===== src/rtl/memreq_sequencer_pkg.sv =====
// memreq_pkg: shared widths and the writeback FIFO entry type
package memreq_pkg;
  localparam int LINE_W = 256;
  localparam int BE_W = 32;
  localparam int ADDR_W = 32;
  localparam int LINE_OFS = 5;
  localparam int LINE_IDX_W = ADDR_W - LINE_OFS;
  typedef struct packed {
    logic [LINE_IDX_W-1:0] line;
    logic [BE_W-1:0]       be;
    logic [LINE_W-1:0]     data;
  } wb_entry_t;
endpackage


===== src/rtl/memreq_sequencer_if.sv =====
// memreq_sequencer_if: fill/writeback request ports and main-memory bus
interface memreq_sequencer_if import memreq_pkg::*; #(parameter int ID_W = 4, parameter int WB_DEPTH = 4);
  logic                      fill_req_valid, fill_req_ready;
  logic [ADDR_W-1:0]         fill_req_addr;
  logic [ID_W-1:0]           fill_req_id;
  logic                      fill_rsp_valid;
  logic [ID_W-1:0]           fill_rsp_id;
  logic [LINE_W-1:0]         fill_rsp_data;
  logic                      wb_req_valid, wb_req_ready;
  logic [ADDR_W-1:0]         wb_req_addr;
  logic [BE_W-1:0]           wb_req_be;
  logic [LINE_W-1:0]         wb_req_data;
  logic [ADDR_W-1:0]         mem_a;
  logic                      mem_read, mem_write;
  logic [BE_W-1:0]           mem_be;
  logic [LINE_W-1:0]         mem_wd, mem_rd;
  logic                      mem_valid;
  logic [$clog2(WB_DEPTH):0] wb_count;
  logic                      idle, protocol_err;
  modport master (
    output fill_req_valid, fill_req_addr, fill_req_id, wb_req_valid, wb_req_addr, wb_req_be, wb_req_data,
           mem_rd, mem_valid,
    input  fill_req_ready, fill_rsp_valid, fill_rsp_id, fill_rsp_data, wb_req_ready, mem_a, mem_read,
           mem_write, mem_be, mem_wd, wb_count, idle, protocol_err
  );
  modport slave (
    input  fill_req_valid, fill_req_addr, fill_req_id, wb_req_valid, wb_req_addr, wb_req_be, wb_req_data,
           mem_rd, mem_valid,
    output fill_req_ready, fill_rsp_valid, fill_rsp_id, fill_rsp_data, wb_req_ready, mem_a, mem_read,
           mem_write, mem_be, mem_wd, wb_count, idle, protocol_err
  );
endinterface


===== src/rtl/memreq_sequencer_wb_fifo.sv =====
// wb_fifo: writeback FIFO with a line-match lookup across all valid entries
module wb_fifo import memreq_pkg::*; #(parameter int DEPTH = 4) (
  input  logic                    clk,
  input  logic                    reset,
  input  logic                    push,
  input  logic                    pop,
  input  wb_entry_t               din,
  input  logic [LINE_IDX_W-1:0]   cmp_line,
  output wb_entry_t               head,
  output logic [$clog2(DEPTH):0]  count,
  output logic                    hit
);
  localparam int PW = $clog2(DEPTH);
  wb_entry_t        mem [DEPTH];
  logic [DEPTH-1:0] vld, match;
  logic [PW-1:0]    wp, rp;
  always_ff @(posedge clk)
    if (push) mem[wp] <= din;
  always_ff @(posedge clk or posedge reset)
    if (reset) begin
      wp <= '0;
      rp <= '0;
      vld <= '0;
      count <= '0;
    end else begin
      if (push) begin
        vld[wp] <= 1'b1;
        wp <= wp + 1'b1;
      end
      if (pop) begin
        vld[rp] <= 1'b0;
        rp <= rp + 1'b1;
      end
      count <= count + (PW+1)'(push) - (PW+1)'(pop);
    end
  for (genvar i = 0; i < DEPTH; i++) begin : g_cmp
    assign match[i] = vld[i] && mem[i].line == cmp_line;
  end
  assign hit = |match;
  assign head = mem[rp];
endmodule


===== src/rtl/memreq_sequencer.sv =====
// memreq_sequencer: schedules fills and buffered writebacks onto main memory,
// one issue per cycle, keeping fills behind any pending write to the same line.
module memreq_sequencer import memreq_pkg::*; #(parameter int WB_DEPTH = 4, parameter int ID_W = 4) (
  input logic               clk,
  input logic               reset,
  memreq_sequencer_if.slave bus
);
  localparam int CW = $clog2(WB_DEPTH) + 1;
  wb_entry_t             din, head;
  logic [LINE_IDX_W-1:0] fill_line, wr_line;
  logic                  hit, full, hazard, do_rd, do_wr, v1, v2;
  logic [ID_W-1:0]       id1, id2;
  assign fill_line = bus.fill_req_addr[ADDR_W-1:LINE_OFS];
  assign din = '{line: bus.wb_req_addr[ADDR_W-1:LINE_OFS], be: bus.wb_req_be, data: bus.wb_req_data};
  wb_fifo #(.DEPTH(WB_DEPTH)) u_fifo (
    .clk(clk), .reset(reset), .push(bus.wb_req_valid && bus.wb_req_ready), .pop(do_wr), .din(din),
    .cmp_line(fill_line), .head(head), .count(bus.wb_count), .hit(hit)
  );
  // a line in its data phase is not yet in memory, so it still blocks fills
  always_comb begin
    full = bus.wb_count == CW'(WB_DEPTH);
    hazard = hit || (bus.mem_write && wr_line == fill_line);
    do_rd = !full && bus.fill_req_valid && !hazard;
    do_wr = !do_rd && bus.wb_count != '0;
  end
  assign bus.fill_req_ready = do_rd;
  assign bus.mem_read = do_rd;
  assign bus.mem_a = do_rd ? ADDR_W'(fill_line) : do_wr ? ADDR_W'(head.line) : '0;
  assign bus.wb_req_ready = !full;
  assign bus.fill_rsp_valid = v2;
  assign bus.fill_rsp_id = id2;
  assign bus.fill_rsp_data = bus.mem_rd;
  assign bus.idle = bus.wb_count == '0 && !v1 && !v2 && !bus.mem_write;
  always_ff @(posedge clk or posedge reset)
    if (reset) begin
      v1 <= 1'b0;
      v2 <= 1'b0;
      id1 <= '0;
      id2 <= '0;
      wr_line <= '0;
      bus.mem_write <= 1'b0;
      bus.mem_be <= '0;
      bus.mem_wd <= '0;
      bus.protocol_err <= 1'b0;
    end else begin
      v1 <= do_rd;
      id1 <= bus.fill_req_id;
      v2 <= v1;
      id2 <= id1;
      wr_line <= head.line;
      bus.mem_write <= do_wr;
      bus.mem_be <= do_wr ? head.be : '0;
      bus.mem_wd <= do_wr ? head.data : '0;
      bus.protocol_err <= bus.protocol_err | (v2 != bus.mem_valid);
    end
endmodule

===== src/flat_wrapper.sv =====
// flat-port wrapper written by rule: the top's interface ports become plain ports
module memreq_sequencer_flat import memreq_pkg::*;
#(parameter int WB_DEPTH = 4, parameter int ID_W = 4)
  (clk, reset, bus_fill_req_valid, bus_fill_req_addr, bus_fill_req_id, bus_wb_req_valid, bus_wb_req_addr, bus_wb_req_be, bus_wb_req_data, bus_mem_rd, bus_mem_valid, bus_fill_req_ready, bus_fill_rsp_valid, bus_fill_rsp_id, bus_fill_rsp_data, bus_wb_req_ready, bus_mem_a, bus_mem_read, bus_mem_write, bus_mem_be, bus_mem_wd, bus_wb_count, bus_idle, bus_protocol_err);
  memreq_sequencer_if #(.ID_W(ID_W), .WB_DEPTH(WB_DEPTH)) bus_i ();
  input logic clk;
  input logic reset;
  input wire logic [$bits(bus_i.fill_req_valid)-1:0] bus_fill_req_valid;
  input wire logic [$bits(bus_i.fill_req_addr)-1:0] bus_fill_req_addr;
  input wire logic [$bits(bus_i.fill_req_id)-1:0] bus_fill_req_id;
  input wire logic [$bits(bus_i.wb_req_valid)-1:0] bus_wb_req_valid;
  input wire logic [$bits(bus_i.wb_req_addr)-1:0] bus_wb_req_addr;
  input wire logic [$bits(bus_i.wb_req_be)-1:0] bus_wb_req_be;
  input wire logic [$bits(bus_i.wb_req_data)-1:0] bus_wb_req_data;
  input wire logic [$bits(bus_i.mem_rd)-1:0] bus_mem_rd;
  input wire logic [$bits(bus_i.mem_valid)-1:0] bus_mem_valid;
  output wire logic [$bits(bus_i.fill_req_ready)-1:0] bus_fill_req_ready;
  output wire logic [$bits(bus_i.fill_rsp_valid)-1:0] bus_fill_rsp_valid;
  output wire logic [$bits(bus_i.fill_rsp_id)-1:0] bus_fill_rsp_id;
  output wire logic [$bits(bus_i.fill_rsp_data)-1:0] bus_fill_rsp_data;
  output wire logic [$bits(bus_i.wb_req_ready)-1:0] bus_wb_req_ready;
  output wire logic [$bits(bus_i.mem_a)-1:0] bus_mem_a;
  output wire logic [$bits(bus_i.mem_read)-1:0] bus_mem_read;
  output wire logic [$bits(bus_i.mem_write)-1:0] bus_mem_write;
  output wire logic [$bits(bus_i.mem_be)-1:0] bus_mem_be;
  output wire logic [$bits(bus_i.mem_wd)-1:0] bus_mem_wd;
  output wire logic [$bits(bus_i.wb_count)-1:0] bus_wb_count;
  output wire logic [$bits(bus_i.idle)-1:0] bus_idle;
  output wire logic [$bits(bus_i.protocol_err)-1:0] bus_protocol_err;
  assign bus_i.fill_req_valid = bus_fill_req_valid;
  assign bus_i.fill_req_addr = bus_fill_req_addr;
  assign bus_i.fill_req_id = bus_fill_req_id;
  assign bus_i.wb_req_valid = bus_wb_req_valid;
  assign bus_i.wb_req_addr = bus_wb_req_addr;
  assign bus_i.wb_req_be = bus_wb_req_be;
  assign bus_i.wb_req_data = bus_wb_req_data;
  assign bus_i.mem_rd = bus_mem_rd;
  assign bus_i.mem_valid = bus_mem_valid;
  assign bus_fill_req_ready = bus_i.fill_req_ready;
  assign bus_fill_rsp_valid = bus_i.fill_rsp_valid;
  assign bus_fill_rsp_id = bus_i.fill_rsp_id;
  assign bus_fill_rsp_data = bus_i.fill_rsp_data;
  assign bus_wb_req_ready = bus_i.wb_req_ready;
  assign bus_mem_a = bus_i.mem_a;
  assign bus_mem_read = bus_i.mem_read;
  assign bus_mem_write = bus_i.mem_write;
  assign bus_mem_be = bus_i.mem_be;
  assign bus_mem_wd = bus_i.mem_wd;
  assign bus_wb_count = bus_i.wb_count;
  assign bus_idle = bus_i.idle;
  assign bus_protocol_err = bus_i.protocol_err;
  memreq_sequencer #(.WB_DEPTH(WB_DEPTH), .ID_W(ID_W)) u_core (.clk(clk), .reset(reset), .bus(bus_i));
endmodule

===== config.mk =====
export PLATFORM = sky130hd
export DESIGN_NAME = memreq_sequencer_flat
export DESIGN_NICKNAME = d
export VERILOG_FILES = /design/src/rtl/memreq_sequencer_pkg.sv /design/src/rtl/memreq_sequencer_if.sv /design/src/rtl/memreq_sequencer_wb_fifo.sv /design/src/rtl/memreq_sequencer.sv /design/src/flat_wrapper.sv
export SDC_FILE = /design/constraint.sdc
export NUM_CORES = 2
export LEC_CHECK = 0
export ABC_AREA = 0
export CAP_MARGIN = 15
export CORE_AREA = 2 2 468 470
export CTS_CLUSTER_DIAMETER = 200
export DETAILED_ROUTE_END_ITERATION = 8
export DIE_AREA = 0 0 470 472
export PLACE_DENSITY = 0.51
export SLEW_MARGIN = 20
export SYNTH_ARGS = -nofsm -noshare
export SYNTH_HDL_FRONTEND = slang
export SYNTH_SLANG_ARGS = --single-unit

===== constraint.sdc =====
create_clock -name clk -period 10.9 [get_ports clk]
set_input_delay 1.09 -clock clk [delete_from_list [all_inputs] [get_ports clk]]
set_output_delay 1.09 -clock clk [all_outputs]
set_load 0.01 [all_outputs]

==> metrics.md <==
| Metric | Value |
|---|---|
| CP max stage delay | 670 ps |
| HPWL after detailed placement | 152000 um |
| Count of cell types in the netlist | 37 |
| Worst-case vdd ir drop | 0.153 mV |
| Data required time at the worst endpoint | 9810 ps |
| Maxcap violations | 0 |
| Post-synth EDFFs | 1260 |
| Number of buffers on the longest clock path | 3 |
| Synthesized-area fraction occupied by adder cells | 0.240% |
| Primary flip-flop cell chosen by synthesis mapping | sky130_fd_sc_hd__edfxtp_1 |
| Number of global-route vias before repair | 31400 |
| CTS H-tree lvls | 4 |
| Die height | 472 um |
| Area share of the largest cell type after synthesis | 62.6% |
| Number of buffers inserted by port buffering | 679 |
| Placer congestion estimate | 0.971 |
| Max FO, Critical Path | 34 |
| Placed Cells incl. Taps | 6116 |
| Mean instance size in the synthesized netlist | 20.4 sq um |
| Hold/Removal Path Class | flip-flop to flip-flop |
| Fmax achieved | 150 MHz |
| Worst-case headroom to the max-slew limit | 31.9% |
| Fin cells | 6463 |
| # IOs | 1207 |
| Share of synthesized flip-flops with an asynchronous set or reset | 21.2% |
| Fraction of layout cells with a size suffix above 1 | 18.5% |
| P per Cell Area | 272 mW/mm^2 |
| Starting density of the core | 27.9% |
| Detailed-route wire length | 215000 um |
| Count of mapped cells out of synthesis | 2967 |
| Die area | 0.222 sq mm |
| Number of antenna-violating nets in the routed design | 0 |
| Initial antenna violation count | 71 |
| Top cell type by total area after synthesis | sky130_fd_sc_hd__edfxtp_1 |
| List of most frequent post-synthesis cells | 1260 x sky130_fd_sc_hd__edfxtp_1, 338 x sky130_fd_sc_hd__dfrtp_1, 315 x sky130_fd_sc_hd__mux4_2 |
| Max-slew violation count | 0 |
| Number of buffers inserted during clock tree synthesis | 175 |
| Cell with the most instances after synthesis | sky130_fd_sc_hd__edfxtp_1 |
| CTS root buffer | sky130_fd_sc_hd__clkbuf_16 |
| Status | complete, no violations |
| Post-Route Skew | 59.5 ps |
| GR Overflow Total | 0 |
| TritonCTS Sinks | 1598 |
| Worst-path cell with the longest stage delay | sky130_fd_sc_hd__clkdlybuf4s50_1 |
| Final layout net count | 4067 |
| Post-synthesis compound-gate area fraction | 0.457% |
| Combined global-route utilization of all metal layers | 19.0% |
| Clock latency on the worst-skew pair | 840 ps |
| Core outline area | 0.217 sq mm |
| Overall die width | 470 um |
| Routed via count | 29700 |
| Total of flip-flops plus latches after synthesis | 1598 |
| Setup repair after global routing missed its margin | false |
| Cell breakdown of the critical path | clkdlybuf4s50_1 -> xnor2_1 -> nand4_1 -> nor3_1 -> a22oi_2 -> nand3_4 -> inv_2 -> buf_4 -> o21ai_1 -> clkdlybuf4s50_1 |
| First-pass GRT wire length | 287000 um |
| Post-Synth XOR/XNOR Area | 2.01% |
| Synth-to-Final Area Change | 23.0% |
| Largest net degree at the start of global routing | 99 |
| Final setup violation count | 0 |
| Mapped Area | 0.0605 sq mm |
| Multiplexer fraction of the synthesized cell area | 11.7% |
| Critical Path Sink Type | primary output |
| Basic-gate share of the synthesized area counting and, or, nand and nor cells | 4.15% |
| Per-cell via count in the routed design | 4.60 |
| Clock tree from TritonCTS | done |
| Wire length per cell | 33.3 um |
| Proportion of synthesized chip area in sequential cells | 76.5% |
| Post-route cell area | 0.0744 sq mm |
| Leakage power figure | 25.8 nW |
| Setup_tns | 0 ps |
| Transition at the pin with the smallest max-transition slack | 1020 ps |
| Total count of hold-check failures in the final report | 0 |
| CP arrival | 5570 ps |
| Part of the cycle the worst path needs | 61.1% |
| # Post-CTS Setup Buffers | 0 |
| DRC errors left | 0 |
| Top post-synthesis cells by area | sky130_fd_sc_hd__edfxtp_1 63%, sky130_fd_sc_hd__dfrtp_1 14%, sky130_fd_sc_hd__mux4_2 12% |
| Cell type with the highest occurrence count on the critical path | sky130_fd_sc_hd__clkdlybuf4s50_1 |
| Area after detailed placement | 0.0684 sq mm |
| Startpoint-to-endpoint class of the critical path | input pin to primary output |
| Post-CTS Hold Buffers | 0 |
| Synthesis Warnings | 0 |
| DRC violation total after the first TritonRoute iteration | 1768 |
| Clock-pin slew of the registers on the worst-case setup and hold paths | 60 ps |
| Combinational family with the most area after synthesis | multiplexers |
| Standard-cell row count | 171 |
| Number of resized instances in the post-cts repair step | 0 |
| Minimum period implied by the final worst setup slack | 6660 ps |
| Worst Setup Start Kind | input pin |
| Total iterations of the first detailed-routing run | 5 |
-- critical path, delay by kind of cell --
family,cells,cell delay [ps]
buf+inv,4,1650
simple gates,3,1260
compound gates,2,800
xor+xnor,1,650
-- registers in the layout (all words and copies together) (netlist names), 2 cells and up --
name	cells
u_core.u_fifo.rp	2
u_core.u_fifo.mem	1260
u_core.id1	4
u_core.bus.mem_be	32
u_core.u_fifo.wp	2
u_core.bus.mem_wd	256
u_core.u_fifo.count	3
u_core.u_fifo.vld	4
u_core.wr_line	27
u_core.bus.fill_rsp_id	4
-- cell usage in the layout, fill, tap and decap left out, drive strengths merged, types with 7 or more instances in the layout --
master / Yosys / layout
and3: 292 / 292
buf: 342 / 52
bufinv: 0 / 15
clkbuf: 98 / 231
clkdlybuf4s50: 0 / 679
clkinv: 0 / 70
dfrtp: 338 / 338
diode: 0 / 16
edfxtp: 1260 / 1260
ha: 10 / 10
inv: 10 / 19
mux4: 315 / 315
nand2: 30 / 30
nand4: 63 / 63
nor4: 7 / 7
o21ai: 29 / 29
xnor2: 138 / 138
-- final timing paths --
kind | start | slack, ps | cells after the start | end
setup / recovery | bus_fill_req_addr[30] | 4240 | 10 | bus_mem_a[14]
hold / removal | u_core.id1[1] | 350 | 0 | u_core.bus.fill_rsp_id[1]
setup reg to reg | u_core.u_fifo.rp[1] | 6010 | 6 | u_core.bus.mem_wd[6]
hold reg to reg | u_core.id1[1] | 350 | 0 | u_core.bus.fill_rsp_id[1]
max in group asynchronous | reset | 8100 | 4 | u_core.bus.mem_wd[182]
min in group asynchronous | reset | 770 | 2 | u_core.bus.mem_wd[157]
-- power breakdown --
| part | internal [mW] | switching [mW] |
|---|---|---|
| combinational | 2.63 | 3.02 |
| sequential | 8.14 | 0.433 |
| clock | 3.50 | 2.53 |
| total | 14.3 | 5.98 |
-- per-stage QoR --
| stage | setup WS (ps) | hold WS, ps | power (mW) | util [%] |
|---|---|---|---|---|
| global route | 4280 | 349 | 21.2 | 34.3 |
| detailed placement | 4240 | 336 | 14.5 | 31.6 |
| global placement | 4180 | 334 | 14.5 | 31.6 |
| CTS | 4230 | 349 | 20.6 | 34.3 |
| floorplan | 443 | 331 | 12.2 | - |
| finish | 4240 | 348 | 20.3 | 34.4 |
-- final cells by class --
| class | count | area (sq um) |
|---|---|---|
| inverter | 10 | 45.0 |
| timing repair buffer | 731 | 7240 |
| clock inverter | 100 | 1080 |
| antenna | 16 | 40.0 |
| clock buffer | 231 | 4810 |
| sequential | 1598 | 46300 |
| tap | 2854 | 3570 |
| multi-input combinational | 923 | 11300 |
| fill | 20500 | 142000 |
-- metal layers --
layer | global-route usage, % | share of wire [%] | wire, um
met5 | 0 | 0.15 | 325
met4 | 11.1 | 6.3 | 13500
met3 | 10.7 | 12 | 26700
met2 | 33.5 | 52 | 112000
met1 | 16.8 | 29 | 62900
-- cells by family after synthesis --
kind of cell / after synthesis
and+or+nand+nor: 411
other: 1
DFF: 1598
AOI/OAI and AO/OA: 42
adders and majority gates: 11
xor gates and xnor gates: 139
muxes: 315
buffers and inverters: 450
Note: power is estimated with default switching activity, not from simulation.
